File: src/rtl/iterative_alu.sv
// Handshaked EX-stage ALU: single-cycle ops plus iterative shift-add MUL and restoring DIV.
// Define ITERATIVE_ALU_FAST_MUL_EN to compute MUL combinationally on the single-cycle path.
module iterative_alu #(
    parameter int DATA_W = 8,
    parameter int CNT_W  = $clog2(DATA_W + 1)
) (
    input  logic              CLK,
    input  logic              reset,
    input  logic              in_valid,
    output logic              in_ready,
    input  logic [3:0]        alu_ctrl,
    input  logic [DATA_W-1:0] src_a,
    input  logic [DATA_W-1:0] src_b,
    output logic              out_valid,
    input  logic              out_ready,
    output logic [DATA_W-1:0] result,
    output logic [DATA_W-1:0] result_hi,
    output logic              zero,
    output logic              div_by_zero,
    output logic              busy
);

    localparam logic [3:0] OP_EQ  = 4'b0101;
    localparam logic [3:0] OP_SRA = 4'b0110;
    localparam logic [3:0] OP_SHL = 4'b0111;
    localparam logic [3:0] OP_ADD = 4'b1000;
    localparam logic [3:0] OP_SUB = 4'b1001;
    localparam logic [3:0] OP_MUL = 4'b1010;
    localparam logic [3:0] OP_DIV = 4'b1011;
    localparam logic [3:0] OP_AND = 4'b1100;
    localparam logic [3:0] OP_OR  = 4'b1101;
    localparam logic [3:0] OP_NOT = 4'b1110;
    localparam logic [3:0] OP_XOR = 4'b1111;

    typedef enum logic {IDLE, ITER} state_t;

    state_t             state_q, state_d;
    logic [CNT_W-1:0]   cnt_q;
    logic [DATA_W-1:0]  work_hi_q, work_lo_q, work_b_q;
    logic               work_div_q;

    logic               accept;
    logic               is_iter_op;
    logic               start_iter;
    logic               last_step;

    logic [DATA_W-1:0]  step_hi_in, step_lo_in, step_b_in;
    logic               step_div;
    logic [DATA_W:0]    mul_sum;
    logic [DATA_W:0]    div_shifted, div_trial;
    logic [DATA_W-1:0]  step_hi_nx, step_lo_nx;

    logic [DATA_W-1:0]  sc_result, sc_hi;
    logic               sc_dbz;

`ifdef ITERATIVE_ALU_FAST_MUL_EN
    logic [2*DATA_W-1:0] fast_prod;
    assign fast_prod  = (2*DATA_W)'(src_a) * (2*DATA_W)'(src_b);
    assign is_iter_op = (alu_ctrl == OP_DIV) && (src_b != '0);
`else
    assign is_iter_op = (alu_ctrl == OP_MUL) || ((alu_ctrl == OP_DIV) && (src_b != '0));
`endif

    assign accept     = in_valid && in_ready;
    assign start_iter = accept && is_iter_op;
    // The first step runs at the accept edge, so the final step is taken while the counter reads 2.
    assign last_step  = (state_q == ITER) && (cnt_q == CNT_W'(2));

    // ---------------- FSM: state register ----------------
    // NOTE: sequential state uses non-blocking assignments so every register samples pre-edge values.
    always_ff @(posedge CLK) begin
        if (reset) state_q <= IDLE;
        else       state_q <= state_d;
    end

    // ---------------- FSM: next-state logic ----------------
    // NOTE: every always_comb output gets a default first, so no path can infer a latch.
    always_comb begin
        state_d = state_q;
        case (state_q)
            IDLE:    if (start_iter) state_d = ITER;
            ITER:    if (last_step)  state_d = IDLE;
            default: state_d = IDLE;
        endcase
    end

    // ---------------- FSM: outputs ----------------
    always_comb begin
        busy     = (state_q == ITER);
        in_ready = !reset && (state_q == IDLE) && (!out_valid || out_ready);
    end

    // ---------------- Iteration step datapath ----------------
    always_comb begin
        if (state_q == IDLE) begin
            step_hi_in = '0;
            step_lo_in = src_a;
            step_b_in  = src_b;
            step_div   = (alu_ctrl == OP_DIV);
        end else begin
            step_hi_in = work_hi_q;
            step_lo_in = work_lo_q;
            step_b_in  = work_b_q;
            step_div   = work_div_q;
        end
    end

    // Shift-add: add multiplicand when the multiplier LSB is set, then shift {carry,hi,lo} right.
    assign mul_sum     = {1'b0, step_hi_in} + (step_lo_in[0] ? {1'b0, step_b_in} : '0);
    // Restoring divide: the partial remainder stays below the divisor, so DATA_W+1 bits suffice.
    assign div_shifted = {step_hi_in, step_lo_in[DATA_W-1]};
    assign div_trial   = div_shifted - {1'b0, step_b_in};

    always_comb begin
        step_hi_nx = mul_sum[DATA_W:1];
        step_lo_nx = {mul_sum[0], step_lo_in[DATA_W-1:1]};
        if (step_div) begin
            if (!div_trial[DATA_W]) begin
                step_hi_nx = div_trial[DATA_W-1:0];
                step_lo_nx = {step_lo_in[DATA_W-2:0], 1'b1};
            end else begin
                step_hi_nx = div_shifted[DATA_W-1:0];
                step_lo_nx = {step_lo_in[DATA_W-2:0], 1'b0};
            end
        end
    end

    always_ff @(posedge CLK) begin
        if (reset)                 cnt_q <= '0;
        else if (start_iter)       cnt_q <= CNT_W'(DATA_W);
        else if (state_q == ITER)  cnt_q <= cnt_q - CNT_W'(1);
    end

    // NOTE: working registers carry no reset; they are always loaded at the accept edge before use.
    always_ff @(posedge CLK) begin
        if (start_iter) begin
            work_hi_q  <= step_hi_nx;
            work_lo_q  <= step_lo_nx;
            work_b_q   <= src_b;
            work_div_q <= (alu_ctrl == OP_DIV);
        end else if (state_q == ITER) begin
            work_hi_q  <= step_hi_nx;
            work_lo_q  <= step_lo_nx;
        end
    end

    // ---------------- Single-cycle operations ----------------
    always_comb begin
        sc_result = '0;
        sc_hi     = '0;
        sc_dbz    = 1'b0;
        case (alu_ctrl)
            OP_ADD: sc_result = src_a + src_b;
            OP_SUB: sc_result = src_a - src_b;
`ifdef ITERATIVE_ALU_FAST_MUL_EN
            OP_MUL: {sc_hi, sc_result} = fast_prod;
`endif
            // Only reaches the output register when src_b is zero.
            OP_DIV: begin
                sc_hi  = src_a;
                sc_dbz = 1'b1;
            end
            OP_AND: sc_result = src_a & src_b;
            OP_OR:  sc_result = src_a | src_b;
            OP_NOT: sc_result = ~src_a;
            OP_XOR: sc_result = src_a ^ src_b;
            OP_SRA: sc_result = {src_a[DATA_W-1], src_a[DATA_W-1:1]};
            OP_SHL: sc_result = {src_a[DATA_W-2:0], 1'b0};
            OP_EQ:  sc_result = DATA_W'(src_a == src_b);
            default: ;
        endcase
    end

    // ---------------- Output register ----------------
    always_ff @(posedge CLK) begin
        if (reset) begin
            out_valid   <= 1'b0;
            result      <= '0;
            result_hi   <= '0;
            zero        <= 1'b0;
            div_by_zero <= 1'b0;
        end else if (accept && !is_iter_op) begin
            out_valid   <= 1'b1;
            result      <= sc_result;
            result_hi   <= sc_hi;
            zero        <= (sc_result == '0);
            div_by_zero <= sc_dbz;
        end else if (last_step) begin
            out_valid   <= 1'b1;
            result      <= step_lo_nx;
            result_hi   <= step_hi_nx;
            zero        <= (step_lo_nx == '0);
            div_by_zero <= 1'b0;
        end else if (out_valid && out_ready) begin
            out_valid   <= 1'b0;
        end
    end

endmodule

File: config.mk
export PLATFORM = sky130hd
export DESIGN_NAME = iterative_alu
export DESIGN_NICKNAME = d
export VERILOG_FILES = /design/src/rtl/iterative_alu.sv
export SDC_FILE = /design/constraint.sdc
export NUM_CORES = 1
export LEC_CHECK = 0
export CAP_MARGIN = 20
export CORE_MARGIN = 2
export CORE_UTILIZATION = 35
export CTS_BUF_LIST = sky130_fd_sc_hd__clkbuf_8 sky130_fd_sc_hd__clkbuf_16
export DETAILED_ROUTE_END_ITERATION = 8
export PLACE_DENSITY = 0.53
export SETUP_SLACK_MARGIN = 0.3
export SLEW_MARGIN = 20
export SYNTH_ARGS = -nofsm -noshare
export SYNTH_HDL_FRONTEND = slang
export SYNTH_SLANG_ARGS = --single-unit
export TNS_END_PERCENT = 1
File: constraint.sdc
create_clock -name CLK -period 4.4 [get_ports CLK]
set_clock_uncertainty 0.2 [all_clocks]
set_input_delay 0.88 -clock CLK [delete_from_list [all_inputs] [get_ports CLK]]
set_output_delay 0.88 -clock CLK [all_outputs]
set_load 0.005 [all_outputs]
Yosys cells after proc, flatten, opt, wreduce, memory -nomap -nowiden
Cells that the tools add are included.
- register bits after elaboration: 49
- bits in latches: 0
- bits in writable memories: 0
- bits in read-only memories: 0
- bits of input ports: 24
- output and inout bits: 21
- word-level logic and storage cells: 87
- memories: 0
- add/sub/neg operators: 5
- $mul: 0
- divide/modulo/power cells: 0
- order comparisons: 0
- equality and inequality tests: 13
- shift-type cells: 0
- multiplexer cells: 32
- bitwise logic cells: 5
- reductions and logical operators: 20
- operators by type and width (cell ; count):
    $mux W8 ; 16
    $pmux W8 S9 ; 1
    $eq A4 B4 Y1 const B ; 8
    $logic_not A8 Y1 ; 2
    $eq A4 B3 Y1 const B ; 3
    $mux W1 ; 12
    $add A8 B8 Y9 ; 1
    $sub A9 B8 Y9 ; 1
    $add A8 B8 Y8 ; 1
    $and A8 B8 Y8 ; 1
    $eq A8 B8 Y1 ; 1
    $logic_and A1 B1 Y1 ; 8
    $mux W4 ; 2
    $not A8 Y8 ; 1
    $or A8 B8 Y8 ; 1
    $reduce_bool A8 Y1 ; 1
    $sub A8 B8 Y8 ; 1
    $xor A8 B8 Y8 ; 1
    $eq A4 B2 Y1 const B ; 1
    $reduce_bool A2 Y1 ; 2
    $sub A4 B1 Y4 const B ; 1
    $logic_not A1 Y1 ; 3
    $reduce_bool A3 Y1 ; 1
    $logic_or A1 B1 Y1 ; 2
    3 further kinds ; 3

Logic depth before layout (Yosys ltp)
Gate-level depths: netlist of run 1.
- depth in word-level cells: 7
- depth in mapped cells: 16
- depth with buffers taken out: 13

Least setup slack after synthesis of run 1
OpenSTA, ideal clock, no wires.
- kind: register to register
- start: register state_q (netlist: busy)
- end: register result_hi[3]
- library setup time: 0.088 ns
- arrival: 3.844 ns
- required time: 4.112 ns
- path slack: 0.268 ns
- stages on the path, launching flop included: 15
- buffers on the path: 5
- period minus slack after synthesis: 4.132 ns
- cells stage by stage: dfxtp_1 buf_2 clkbuf_1 clkbuf_1 buf_1 mux2i_1 ha_1 o21ai_0 or2b_1 o211a_4 o21a_1 buf_6 or4_1 and4_1 nor4_2
- word-level cells in the longest chain between the ends: 6
- elaborated cells between the ends (all ways): 18
- those cells by class: add/sub (2); mux (9); bitwise (1); reduce/logical (6)
- RTL lines (item ; line ; source):
    from (decl) ; 37 ; state_t state_q, state_d;
    from (signal assigned) ; 73 ; else state_q <= state_d;
    $mux W8 or $not A1 Y1 (tied branches) ; 95, 90 ;
    $sub A9 B8 Y9, or another cell as far along ; 112 ; assign div_trial = div_shifted - {1'b0, step_b_in};
    $mux W8, or another cell as far along ; 118 ; if (!div_trial[DATA_W]) begin
    $mux W8 or $logic_and A1 B1 Y1 (tied branches) ; 117, 64 ;
    $mux W8 or $logic_and A1 B1 Y1 (tied branches) ; 188, 182 ;
    $mux W8 or $reduce_bool A2 Y1 (tied branches) ; n/a ;
    to (signal assigned) ; 185 ; result_hi <= sc_hi;
    to (signal assigned) ; 191 ; result_hi <= step_hi_nx;
    to (decl) ; 17 ; output logic [DATA_W-1:0] result_hi,
Several ways; a longest one is shown, not always the timed one. The select of a mux whose other input is x is not followed.
A chain may end at the register's enable or synchronous reset.

Final worst setup path of run 1
- start: input port src_b[1]
- end: register zero
- word-level cells in the longest chain between the ends: 7
- elaborated cells between the ends (all ways): 21
- those cells by class: add/sub (3); eq/ne (1); mux (6); bitwise (3); reduce/logical (8)
- RTL lines (item ; line ; source):
    from (decl) ; 13 ; input logic [DATA_W-1:0] src_b,
    $mux W8 ; 95 ; if (state_q == IDLE) begin
    $sub A9 B8 Y9 ; 112 ;
    $mux W1 ; 118 ;
    $mux W8 ; 117 ; if (step_div) begin
    $logic_not A8 Y1 ; 192 ; zero <= (step_lo_nx == '0);
    $mux W1 ; 188 ; end else if (last_step) begin
    $mux W1 ; 182 ; end else if (accept && !is_iter_op) begin
    to (signal assigned) ; 186 ; zero <= (sc_result == '0);
    to (signal assigned) ; 192 ;
    to (decl) ; 18 ; output logic zero,
Several ways; a longest one is shown, not always the timed one. The select of a mux whose other input is x is not followed.

==> results of run 1 <==
[critical path, stage by stage]
cell	delay (ns)
clkdlybuf4s50_1	0.54
buf_4	0.17
inv_1	0.06
ha_1	0.34
mux4_2	0.48
a211oi_1	0.51
o2111ai_1	0.18
or4_1	0.54
nor3_2	0.13
a32o_1	0.18
[sequential cells by signal, summed over array words and instances, names as in the netlist]
name	cells
out_valid	1
work_div_q	1
busy	1
result_hi	8
cnt_q	4
zero	1
div_by_zero	1
work_lo_q	8
result	8
work_hi_q	8
work_b_q	8
[per-layer routing]
| layer | vias up | GRT usage, % | part of all wire, % |
|---|---|---|---|
| met4 | 0 | 4.744 | 1.5 |
| met5 | - | 0 | 0 |
| met1 | 2036 | 28.64 | 46 |
| met2 | 121 | 34.85 | 48 |
| li1 | 2062 | - | - |
| met3 | 19 | 1.938 | 4.5 |
[layout by cell type (no fill, tap or decap), types with 10 or more instances in the layout]
master           count
a211oi_1            15
a21oi_1             29
buf_4               32
clkdlybuf4s50_1     44
dfxtp_1             24
edfxtp_1            25
ha_1                41
inv_1               34
mux2i_1             16
nand2_1             33
nor2_1              46
nor3_1              10
o21ai_0             14
[cells by family after synthesis]
logic type               count (synthesis)  share of synthesized area, %
buffers and inverters                   65                         6.507
adder cells (fa/ha/maj)                 45                         13.13
flip-flops                              49                         27.25
XOR/XNOR                                13                         2.520
multiplexers                            21                         5.538
AND/OR/NAND/NOR                        171                         20.16
AO/OA/AOI/OAI                          157                         24.90
[per-stage QoR]
| stage | setup slack, ns | hold WS, ns | power, mW | util, % | cells |
|---|---|---|---|---|---|
| global route | 0.2892 | 0.3205 | 1.331 | 43.09 | 749 |
| CTS | 0.4474 | 0.2921 | 1.271 | 42.91 | 749 |
| floorplan | 0.4284 | 0.2642 | 0.7249 | - | 521 |
| detailed placement | 0.1508 | 0.2785 | 0.8616 | 41.71 | 741 |
| finish | 0.4298 | 0.2870 | 1.271 | 43.09 | 749 |
| global placement | 0.1990 | 0.2732 | 0.8614 | 41.71 | 741 |
[power by group through the flow]
stage / clock, mW / combinational (mW) / sequential (mW)
final: 0.413 / 0.350 / 0.508
after global routing: 0.439 / 0.382 / 0.509
after CTS: 0.417 / 0.346 / 0.508
after detailed placement: 0 / 0.343 / 0.518
after global placement: 0 / 0.344 / 0.518
after floorplan: 0 / 0.210 / 0.515
[worst max path at each step]
| stage | to | cells after the start | slack, ns | start |
|---|---|---|---|---|
| CTS | zero | 10 | 0.45 | src_b[1] |
| detailed placement | result_hi[3] | 12 | 0.15 | src_b[0] |
| floorplan | result_hi[3] | 14 | 0.43 | busy |
| global placement | zero | 10 | 0.20 | src_b[1] |
| finish | zero | 10 | 0.43 | src_b[1] |
| global route | zero | 10 | 0.29 | src_b[1] |
[layout make-up]
class / instances / area (sq um)
well taps: 172 / 215.2
clock inverters: 3 / 26.28
flip-flops and latches: 49 / 1231
inverters: 37 / 143.9
clock buffers: 5 / 125.1
fillers: 1280 / 7182
repair buffers: 76 / 680.7
multi-input cells: 407 / 3015
==> flow_metrics.py, run 1 <==
metrics = {
    "power": {
        "powerDensity_mw_per_mm2": 233.8,
        "combPwrFrac_pct": 27.5,
        "swShare_pct": 31.47,
        "p_sw_mw": 0.4000,
        "p_seq_share_pct": 40.0,
        "power.leakage_nw": 2.138,
        "ir_worst_vdd_v": 0.0001721,
        "p_clk_share_pct": 32.5,
        "p_int_mw": 0.8712,
    },
    "floorplan": {
        "dieWidth_um": 117.6,
        "die_h_um": 117.6,
        "ios": 45,
        "rows": 41,
        "core_sq_mm": 0.01262,
        "die_area_sq_mm": 0.01383,
        "start_util_pct": 35.80,
    },
    "clock_tree": {
        "cts_tree": "done",
        "clk_latency_ns": 0.30,
        "clock_sinks": 49,
        "hold_buffers": 0,
        "root_buffer": "clkbuf_16",
        "ctsResizeCount": 0,
        "clkTransAtPathRegs_ns": 0.08,
        "numCtsBuffers": 5,
        "post_cts_buffers": 0,
        "h-tree-depth": 2,
        "cts_buffer_depth": 2,
    },
    "critical_path": {
        "worstPathArrival_ns": 4.02,
        "reg2regPathDepth": 11,
        "crit_fanout": 4,
        "reg2reg_slack_ns": 0.63,
        "r2r_end": "result_hi[3]",
        "required_ns": 4.45,
        "critPathLaunchType": "input port",
        "reg2reg_from": "busy",
        "cp-end-kind": "register",
        "critPathKind": "input port to register",
    },
    "layout": {
        "drive_above_1_share_pct": 11.09,
        "fin_area_sq_mm": 0.005438,
        "fin_nets": 645,
        "syn_to_final_growth_pct": 20.35,
        "insertedDiodeCount": 0,
    },
    "yosys": {
        "ys_seq_elements": 49,
        "synth-async-reset-ratio_pct": 0,
        "synth_common_cells": "nor2_1 (46), ha_1 (41), inv_1 (34)",
        "yosysTopAreaCellShare_pct": 16.62,
        "syn_avg_cell_area_sq_um": 8.672,
        "yosysTopAreaCell": "edfxtp_1",
        "syn-cell-area_sq_mm": 0.004518,
        "yosysMostFrequentCell": "nor2_1",
        "syn-instance-count": 521,
        "synth.distinct_cells": 87,
        "synthTopCellsByArea": "edfxtp_1 (17%), ha_1 (11%), dfxtp_1 (11%), nor2_1 (3.8%), mux2i_1 (3.5%)",
        "yosysSeqAreaShare_pct": 27.25,
        "synthFlopType": "edfxtp_1",
        "synth_warnings": 0,
        "synth-edff-count": 25,
        "synth_nets": 590,
    },
    "routing": {
        "vias_per_cell": 5.658,
        "antenna_left": 0,
        "drt_first_pass_iters": 5,
        "drt_iter0_drc": 352,
        "via_count": 4238,
        "drc": 0,
        "routed_wl_mm": 14.41,
        "wl_per_cell_um": 19.23,
    },
    "grt": {
        "grt_overflow": 0,
        "grt_pass1_wl_mm": 23.09,
        "grtUsageTotal_pct": 20.68,
        "grt_max_degree": 23,
        "antenna_found_initial": 0,
        "grt_pass1_vias": 4197,
    },
    "hold_path": {
        "holdPathEnd": "div_by_zero",
        "hold_path_depth": 2,
        "hp-class": "register to register",
        "min_from": "div_by_zero",
    },
    "place": {
        "gp_congestion": 0.9191,
        "numPortBuffers": 44,
        "placed_area_sq_mm": 0.005264,
        "place_hpwl_mm": 11.08,
    },
    "sta": {
        "setup_viol": 0,
        "worst_pin_slew_ns": 0.6631,
        "relSlewSlack_pct": 55.73,
        "fin_tns_setup_ns": 0,
        "fin_crit_ns": 3.970,
        "max_freq_ghz": 0.2519,
        "slew_viol_final": 0,
        "period_share_pct": 90.23,
        "rsz0062_at_grt": "yes",
        "hold_viol": 0,
    },
    "job": {
        "maxCapViolCount": 0,
    },
    "outcome": {
        "outcome": "finished clean",
    },
}
(Power assumes the default switching activity.)
==> run 2, diff against run 1 <==
HOLD_SLACK_MARGIN = 0.1   (was unset)
PLACE_DENSITY = 0.51   (was 0.53)
clock period = 4.5 ns   (was 4.4 ns; I/O delays follow)
==> run 2 against run 1 <==
Clock power is 2% lower. First-iteration DRC count is 8.2% lower. Power decreased by 1.9%. Sequential share of layout area about the same. Via count up 0.94%. Global-route usage rose by 0.77 points. Register-to-register slack gained 0.02 ns. Final cell count rose by 0.40%. Design area increased by 0.21%.
==> flow_metrics.py, run 2 (synthesis gave the netlist of run 1 again) <==
metrics = {
    "layout": {
        "syn_to_final_growth_pct": 20.60,
        "fill_cells": 1276,
        "mostFrequentLayoutCell": "nor2_1",
        "ff_latch_area_sq_mm": 0.001231,
        "insertedDiodeCount": 0,
        "drive_above_1_share_pct": 11.21,
        "fin_nets": 648,
        "final_cell_mix": "nor2_1 (46), clkdlybuf4s50_1 (44), ha_1 (41)",
        "multi_input_area_sq_mm": 0.003002,
        "fin_area_sq_mm": 0.005449,
    },
    "floorplan": {
        "rows": 41,
        "die_area_sq_mm": 0.01383,
        "die_h_um": 117.6,
        "core_sq_mm": 0.01262,
        "start_util_pct": 35.80,
        "ios": 45,
        "dieWidth_um": 117.6,
    },
    "power": {
        "combPwrFrac_pct": 27.7,
        "power.leakage_nw": 2.153,
        "p_int_mw": 0.8542,
        "p_seq_share_pct": 39.8,
        "total_power_mw": 1.247,
        "p_clk_share_pct": 32.5,
        "swShare_pct": 31.52,
        "powerDensity_mw_per_mm2": 228.9,
        "p_sw_mw": 0.3931,
        "ir_worst_vdd_v": 0.0001485,
    },
    "grt": {
        "grtUsageTotal_pct": 21.44,
        "antenna_found_initial": 0,
        "grt_overflow": 0,
        "grt_pass1_vias": 4270,
        "grt_pass1_wl_mm": 23.67,
        "grt_max_degree": 24,
    },
    "clock_tree": {
        "clock_sinks": 49,
        "numCtsBuffers": 5,
        "clk_latency_ns": 0.30,
        "root_buffer": "clkbuf_16",
        "hold_buffers": 0,
        "cts_buffer_depth": 2,
        "h-tree-depth": 2,
        "cts_tree": "done",
        "clkTransAtPathRegs_ns": 0.08,
    },
    "sta": {
        "whs_ns": 0.2878,
        "worst_slack_ns": 0.5350,
        "fin_crit_ns": 3.965,
        "fin_tns_setup_ns": 0,
        "worst_pin_slew_ns": 0.6918,
        "rsz0062_at_grt": "no",
        "max_freq_ghz": 0.2522,
        "slew_viol_final": 0,
        "hold_viol": 0,
        "period_share_pct": 88.11,
        "setup_viol": 0,
        "relSlewSlack_pct": 53.82,
    },
    "outcome": {
        "outcome": "finished clean",
    },
    "routing": {
        "via_count": 4278,
        "antenna_left": 0,
        "drc": 0,
        "routed_wl_mm": 14.76,
        "vias_per_cell": 5.689,
        "wl_per_cell_um": 19.63,
        "drt_iter0_drc": 323,
        "drt_first_pass_iters": 7,
    },
    "critical_path": {
        "required_ns": 4.52,
        "crit_fanout": 10,
        "worstPathArrival_ns": 3.98,
        "critPathKind": "input port to register",
        "critPathLaunchType": "input port",
        "cp-end-kind": "register",
    },
    "place": {
        "gp_congestion": 0.8871,
        "place_hpwl_mm": 11.46,
        "dpl_worst_slack_ns": 0.1261,
        "placed_area_sq_mm": 0.005286,
        "numPortBuffers": 44,
    },
    "hold_path": {
        "hp-class": "register to register",
    },
    "job": {
        "maxCapViolCount": 0,
    },
}
## run 2: cell count changes in the layout (fill, tap and decap cells not counted)
cell,before,now
inv_8,0,1
o21ai_0,14,13
inv_6,3,1
o21a_2,0,1
o21ai_2,1,0
o31ai_2,1,0
o21ai_1,7,9
nor4b_1,0,1
clkinv_4,1,2
o31ai_1,5,6
nor4b_2,1,0
o21a_1,9,8
buf_4,32,35
## run 2: path summary, 6_finish.rpt
path | depth (start not counted) | slack [ns] | endpoint | from
worst max register to register | 11 | 0.65 | result_hi[3] | busy
worst max-delay path | 12 | 0.54 | result_hi[3] | src_b[0]
worst min-delay path | 2 | 0.29 | div_by_zero | div_by_zero
worst min register to register | 2 | 0.29 | div_by_zero | div_by_zero
## run 2: layout make-up
| cell class | instances | share of cell area [%] |
|---|---|---|
| multi-input combinational | 407 | 55.09 |
| clock buffer | 5 | 2.296 |
| timing repair buffer | 79 | 12.90 |
| sequential | 49 | 22.59 |
| clock inverter | 3 | 0.5281 |
| inverter | 37 | 2.641 |
| tap | 172 | 3.949 |
## run 2: worst max-delay path, cell delays in order
cell,delay (ns)
clkdlybuf4s50_1,0.55
inv_1,0.11
o21ai_1,0.16
ha_1,0.22
fa_1,0.20
nand2b_1,0.21
a21oi_4,0.10
o211a_4,0.27
o21a_2,0.27
or4_1,0.56
and4_1,0.22
nor4_2,0.22
## run 2: power by group through the flow
stage,Sequential (mW),Clock (mW),Combinational [mW]
after floorplan,0.504,0,0.205
after global placement,0.506,0,0.342
after detailed placement,0.506,0,0.341
after CTS,0.496,0.413,0.344
after global routing,0.498,0.429,0.380
final,0.496,0.406,0.346
## run 2: through the flow
step                      utilization, %  instances
after floorplan                        -        521
after global placement             41.89        744
after detailed placement           41.89        744
after CTS                          43.11        752
after global routing               43.18        752
final                              43.18        752
## run 2: layer usage
layer	up-vias	wire length (um)	global-route usage, %
met4	0	394	7.078
met3	27	452	2.374
met1	2077	6807	28.68
li1	2069	-	-
met5	-	0	0
met2	105	7104	36.05
## run 2: repair_timing
action	in CTS	in global routing
setup buffers	0	0
endpoints found under the setup margin	0	3
gates resized for setup	0	3
==> run 3, diff against run 2 <==
CORE_MARGIN = unset   (was 2)
==> run 3 against run 2 <==
Die area decreased by 3.4%. First-iteration DRC count increased by 19%. Setup slack improved by 0.025 ns. Final cell count decreased by 0.53%. Wire length decreased by 0.49%. Design area decreased by 0.80%. Core utilization decreased by 0.35 points. Flip-flop and latch count unchanged. Sequential share of layout area increased by 0.18 points. Register-to-register slack about the same. Global-route usage increased by 1.8 points.
==> flow_metrics.py, run 3 (synthesis gave the netlist of run 1 again) <==
metrics = {
    "floorplan": {
        "dieWidth_um": 115.6,
        "die_area_sq_mm": 0.01337,
        "start_util_pct": 35.80,
        "rows": 41,
        "ios": 45,
        "die_h_um": 115.6,
        "core_sq_mm": 0.01262,
    },
    "grt": {
        "grt_pass1_vias": 4278,
        "grt_max_degree": 20,
        "grt_pass1_wl_mm": 23.37,
        "grtUsageTotal_pct": 23.20,
        "antenna_found_initial": 0,
        "grt_overflow": 0,
    },
    "sta": {
        "worst_slack_ns": 0.5601,
        "setup_viol": 0,
        "worst_pin_slew_ns": 0.7230,
        "max_freq_ghz": 0.2538,
        "fin_tns_setup_ns": 0,
        "fin_crit_ns": 3.940,
        "slew_viol_final": 0,
        "relSlewSlack_pct": 51.73,
        "rsz0062_at_grt": "no",
        "period_share_pct": 87.55,
        "whs_ns": 0.3031,
        "hold_viol": 0,
    },
    "routing": {
        "drt_first_pass_iters": 5,
        "vias_per_cell": 5.751,
        "routed_wl_mm": 14.69,
        "antenna_left": 0,
        "wl_per_cell_um": 19.63,
        "via_count": 4302,
        "drc": 0,
        "drt_iter0_drc": 385,
    },
    "place": {
        "placed_area_sq_mm": 0.005256,
        "gp_congestion": 0.9290,
        "place_hpwl_mm": 11.54,
        "numPortBuffers": 44,
        "dpl_worst_slack_ns": 0.2072,
        "placed_cells": 740,
    },
    "layout": {
        "final_util_pct": 42.83,
        "drive_above_1_share_pct": 10.42,
        "insertedDiodeCount": 0,
        "final_cell_mix": "nor2_1 (46), clkdlybuf4s50_1 (44), ha_1 (41)",
        "instances_no_fill": 748,
        "fin_nets": 644,
        "mostFrequentLayoutCell": "nor2_1",
        "syn_to_final_growth_pct": 19.63,
        "fin_area_sq_mm": 0.005405,
    },
    "clock_tree": {
        "cts_buffer_depth": 2,
        "clock_sinks": 49,
        "h-tree-depth": 2,
        "clk_latency_ns": 0.29,
        "root_buffer": "clkbuf_16",
        "clkTransAtPathRegs_ns": 0.07,
        "numCtsBuffers": 5,
        "cts_tree": "done",
    },
    "critical_path": {
        "critPathLaunchType": "input port",
        "r2r_end": "result_hi[3]",
        "critPathKind": "input port to register",
        "critPathCapture": "result_hi[3]",
        "required_ns": 4.51,
        "crit_fanout": 10,
        "worstPathArrival_ns": 3.95,
        "cp-end-kind": "register",
        "reg2reg_from": "busy",
        "reg2regPathDepth": 10,
        "cp-startpoint": "src_b[5]",
        "reg2reg_slack_ns": 0.65,
    },
    "hold_path": {
        "hp-class": "register to register",
    },
    "job": {
        "maxCapViolCount": 0,
    },
    "power": {
        "power.leakage_nw": 2.128,
        "powerDensity_mw_per_mm2": 225.2,
        "total_power_mw": 1.217,
        "ir_worst_vdd_v": 0.0001664,
    },
    "outcome": {
        "outcome": "finished clean",
    },
}
## run 3: area by class of cell
type                       instances  area (sq um)
sequential                        49          1231
fill                            1317          7214
multi-input combinational        407          2999
inverter                          37         143.9
clock buffer                       5         125.1
clock inverter                     3         17.52
timing repair buffer              75         673.1
tap                              172         215.2
## run 3: where the power goes
| part | switching [mW] | internal (mW) | leakage (nW) |
|---|---|---|---|
| combinational | 0.193 | 0.153 | 1.63 |
| sequential | 0.00997 | 0.487 | 0.425 |
| clock | 0.170 | 0.205 | 0.0716 |
| total | 0.373 | 0.844 | 2.13 |
## run 3: timing repair
item	CTS	global route
setup endpoints to repair	0	1
resized for setup	0	1
hold endpoints to repair	0	0
hold buffers	0	0
buffers inserted	0	0
## run 3: metal layers
metal | share of wire, % | GRT usage, %
met5 | 0 | 0
met4 | 3.3 | 8.803
met3 | 4.4 | 2.877
met2 | 47 | 38.44
met1 | 45 | 30.90
## run 3: how the worst min path moves through the flow
stage / from / slack (ns) / end / cells past startpoint
detailed placement: result[1] / 0.28 / result[1] / 2
finish: div_by_zero / 0.30 / div_by_zero / 2
global route: result[1] / 0.32 / result[1] / 2
global placement: div_by_zero / 0.27 / div_by_zero / 2
floorplan: div_by_zero / 0.26 / div_by_zero / 2
CTS: div_by_zero / 0.30 / div_by_zero / 2
## run 3: critical path, cell delays in order
cell and delay [ns]:
clkdlybuf4s50_1 0.49, mux2i_1 0.27, ha_1 0.33, o21ai_0 0.23, or2b_1 0.28, o211a_4 0.16
o21a_1 0.27, or4_1 0.57, and4_1 0.22, nor4_2 0.22
